### src/rtl/vector_checker_sat_counter.sv
// Saturating up-counter with synchronous clear; sticks at all-ones.
module vc_sat_counter #(
   parameter int unsigned WIDTH = 16
) (
   input  logic             i_clk,
   input  logic             i_rst_n,
   input  logic             i_clear,
   input  logic             i_en,
   output logic [WIDTH-1:0] o_cnt
);

   logic [WIDTH-1:0] r_cnt;

   // Count enabled events, holding at all-ones instead of wrapping.
   always_ff @(posedge i_clk) begin
      if (!i_rst_n || i_clear) begin
         r_cnt <= '0;
      end else if (i_en && (r_cnt != '1)) begin
         r_cnt <= r_cnt + WIDTH'(1);
      end
   end

   assign o_cnt = r_cnt;

endmodule

### config.mk
export PLATFORM = sky130hd
export DESIGN_NAME = vc_sat_counter
export DESIGN_NICKNAME = d
export VERILOG_FILES = /design/src/rtl/vector_checker_sat_counter.sv
export SDC_FILE = /design/constraint.sdc
export NUM_CORES = 1
export LEC_CHECK = 0
export CAP_MARGIN = 25
export CORE_MARGIN = 4
export CORE_UTILIZATION = 48
export DETAILED_ROUTE_END_ITERATION = 8
export MAX_ROUTING_LAYER = met4
export PLACE_DENSITY = 0.8
export REMOVE_ABC_BUFFERS = 1
export SYNTH_ARGS = -nofsm -noshare
export SYNTH_HDL_FRONTEND = slang
export SYNTH_SLANG_ARGS = --single-unit
### constraint.sdc
create_clock -name i_clk -period 1.6 [get_ports i_clk]
set_input_delay 0.48 -clock i_clk [delete_from_list [all_inputs] [get_ports i_clk]]
set_output_delay 0.48 -clock i_clk [all_outputs]
set_load 0.05 [all_outputs]
* Word level (Yosys, flattened, before mapping) *
Cells that the tools add are included.

word-level totals
  bits in registers = 16
  word-level logic and storage cells = 6

cells by class
  add/subtract/negate cells = 1
  eq/ne operators = 1
  reductions and logical operators = 3

operators by type and width
  cell                                            count
  adder 16 x 1 -> 16 bit (second input constant)  1
  inequality test 16 bit (second input constant)  1
  logical AND 1 bit                               1
  zero test 1 bit                                 1
  logical OR 1 bit                                1

* Logic depth before layout (Yosys ltp) *
  depth in word-level cells = 2
  depth in mapped cells = 5

* Worst setup path before layout *
Ideal clock, no wire load.

  path type = reg-to-reg
  start = reg r_cnt[0], in the netlist o_cnt[0]
  end = reg r_cnt[12], in the netlist o_cnt[12]
  library setup time = 0.115 ns
  arrival time = 1.801 ns
  required time = 1.485 ns
  path slack = -0.316 ns
  cell stages (with the launch flop) = 6
  buffers on the path = 0
  clock period less this slack = 1.916 ns
  cell sequence = dfxtp_1 -> ha_1 -> and4_1 -> nand4_2 -> o31a_1 -> o21a_1

on the way
  longest elaborated chain between the ends = 2

ends and longest elaborated chain
  element                                                                         line  RTL
  start, declared                                                                 12    logic [WIDTH-1:0] r_cnt;
  start signal, assigned                                                          19    r_cnt <= r_cnt + WIDTH'(1);
  parallel branches: the longest is 2 deep, another holds adder 16 x 1 -> 16 bit  -

Several ways; the timed one is not identified.
A chain may end at the register's enable or synchronous reset.

* Worst setup path in the final report *
  start = reg r_cnt[0], in the netlist o_cnt[0]
  end = reg r_cnt[7], in the netlist o_cnt[7]

The elaborated chain is that of the path after synthesis.

==> results.md <==
- Status: finished with violations
- Failing checks: negative setup slack
- Routed length per placed instance: 22.2 um
- Total grt overflow: 0
- Vias: 1,142
- Post-layout min period: 1.65 ns
- Final setup viols: 4
- Horiz. Die Dim: 50.4 um
- CTS Buffer Depth: 2
- Yosys cell types: 34
- Port bufs: 19
- Max reg flops: 16
- Crit path required time: 1.85 ns
- Mapped Cells: 94
- Antenna violations before repair: 0
- Vias per cell: 6.76
- Startpoint Class: flop
- # nets final: 150
- Fill cells: 64
- Largest net degree at the start of global routing: 10
- RSZ-0062 raised after global routing: true
- Ys async rst share: 0%
- Hold crit path type: flop to flop
- Inserted Clock Buffers: 3
- Ant diodes: 0
- Syn Area/Cell: 9.17 sq um
- GRT Overall Usage: 26.9%
- # rows: 15
- Max_cap viols: 0
- Leakage: 0.641 nW
- Starting Density: 50.5%
- WS Path Type: flop to flop
- # IOs: 20
- Max Freq: 0.605 GHz
- Flop2flop setup slack: -0.05 ns
- Tot Pwr: 0.754 mW
- Slew headroom: 78.9%
- Crit Path Max Fanout: 5
- DRT antenna net count: 0
- Non-Filler Instances: 169
- Layout cells sized above 1: 45.1%
- Die area: 2540 sq um
- Worst Setup End Kind: flop
- Post-Route WL: 3750 um
- Setup skew after layout: 0.00544 ns
- Tcrit/Tclk final: 103%
- Power Dens Cells: 487 nW/um^2
- Mapped cell area: 862 sq um
- Vias in the first global route: 1,103
- Yosys warnings: 0
- Depth of the CTS H-tree: 1
- Primary FF master, synth: dfxtp_1
- Area Overhead vs Synth: 79.5%
- Clk pin slew, worst setup/hold paths: 0.11 ns
- Postcts setup bufs: 0
- Worst path arrival time: 1.90 ns
- Hpwl dp: 2180 um
- Global-route wire length before repair: 4940 um
- Core ar.: 1710 sq um
- Drt pass-1 iters: 7
- Final routed DRC violation total: 0
- CTS sink count: 16
- Clock latency on the worst-skew pair: 0.31 ns
- VDD IR-drop max: 0.642 mV
- Synth Register Bits: 16
- Slew Limit Fails: 0
- CTS root buffer: clkbuf_4
- Initial DRC Count: 75
- CTS tree: yes
- Final worst slack: -0.0530 ns
- Worst-margin pin slew: 0.315 ns
- Hold Fails Final Rpt: 0
- EDFF count, synth: 0
- Seq/Total Area, Yosys: 37.2%
- Gpl congestion: 0.888
- Chip Height: 50.4 um
- Placed cell count: 165
[synthesized netlist by cell type (all sizes together), types with 2 or more instances]
master,number,share of area (%)
dfxtp,16,37
nand2,8,3.5
a21oi,6,3.5
nand4,6,8.3
o21ai,6,3.5
and4,5,5.4
nand3,5,2.9
a31oi,4,2.9
o31ai,4,3.5
o41ai,4,4.9
or4,4,3.5
and2,3,2.2
nor2,3,1.3
o311ai,3,3.0
clkbuf,2,0.87
nor3,2,1.7
or3,2,1.5
[layout make-up]
cell class / instances / area, sq um / share of cell area [%]
Clock buffer: 4 / 36.3 / 2.34
Inverter: 1 / 3.75 / 0.243
Sequential cell: 16 / 324 / 20.9
Multi-Input combinational cell: 75 / 586 / 37.8
Timing Repair Buffer: 48 / 567 / 36.6
Tap cell: 25 / 31.3 / 2.02
[where the power goes]
part / internal (mW) / total, mW / leakage, nW / switching [mW]
clock: 0.139 / 0.291 / 0.0210 / 0.152
combinational: 0.0289 / 0.0610 / 0.490 / 0.0321
sequential: 0.400 / 0.402 / 0.130 / 0.00179
total: 0.568 / 0.754 / 0.641 / 0.186
[kinds of logic after synthesis]
family                     Yosys count  synth area share, %
adders and majority gates            1                 1.45
buffers and inverters                3                 1.31
DFF                                 16                 37.2
and+or+nand+nor                     43                 34.7
AOI/OAI and AO/OA                   30                 24.4
xor gates and xnor gates             1                 1.02
[routing by layer]
layer	up-vias	GRT usage (%)	routed length (um)
met1	532	27.1	1310
met3	38	5.34	289
li1	481	-	-
met5	-	-	0
met4	0	18.4	317
met2	91	46.7	1830
[repair_timing]
item | 4_1_cts | 5_1_grt
gates cloned | 0 | 0
gates resized for setup | 4 | 9
pin swaps | 0 | 1
endpoints found under the setup margin | 10 | 12
hold buffers | 0 | 0
[layout by cell type, fill, tap and decap left out, drive strengths merged]
master / count
nand3: 5
nor3: 2
clkdlybuf4s50: 2
ha: 1
o31ai: 4
o21a: 1
o41ai: 4
a21oi: 6
a31oi: 4
nor4: 1
o311ai: 3
and4: 5
nor2: 3
buf: 45
nand2b: 1
and2: 3
and3: 1
nand2: 8
xor2: 1
dfxtp: 16
a41o: 1
or2: 1
or3: 2
or4: 4
nor2b: 1
inv: 1
dlygate4sd2: 1
o31a: 1
nand4: 6
clkbuf: 4
o21ai: 6
[per-stage QoR]
stage	TNS, ns	area (sq um)	setup WS [ns]	hold WS, ns	utilization [%]
final	-0.0940	1550	-0.0530	0.588	90.6
after global routing	-0.395	1550	-0.109	0.625	90.6
after CTS	0	1500	0.0122	0.535	87.8
after floorplan	-2.94	855	-0.316	0.644	-
after global placement	-3.83	1450	-0.428	0.488	85.1
after detailed placement	-4.81	1450	-0.526	0.515	85.1
[critical path, cell delays in order (launching register included)]
cell and delay [ns]:
dfxtp_2 0.35, ha_2 0.20, nand3_2 0.13, nor4_2 0.06
buf_4 0.16, or4_1 0.52, a21oi_1 0.17
[path summary, 6_finish.rpt]
| check | start | endpoint | cells after the start |
|---|---|---|---|
| worst min register to register | o_cnt[7]$_SDFFE_PP0P_ | o_cnt[7]$_SDFFE_PP0P_ | 2 |
| worst max register to register | o_cnt[0]$_SDFFE_PP0P_ | o_cnt[7]$_SDFFE_PP0P_ | 6 |
| worst max-delay path | o_cnt[0]$_SDFFE_PP0P_ | o_cnt[7]$_SDFFE_PP0P_ | 6 |
| worst min-delay path | o_cnt[7]$_SDFFE_PP0P_ | o_cnt[7]$_SDFFE_PP0P_ | 2 |
Power figures use the tool's default switching activity.
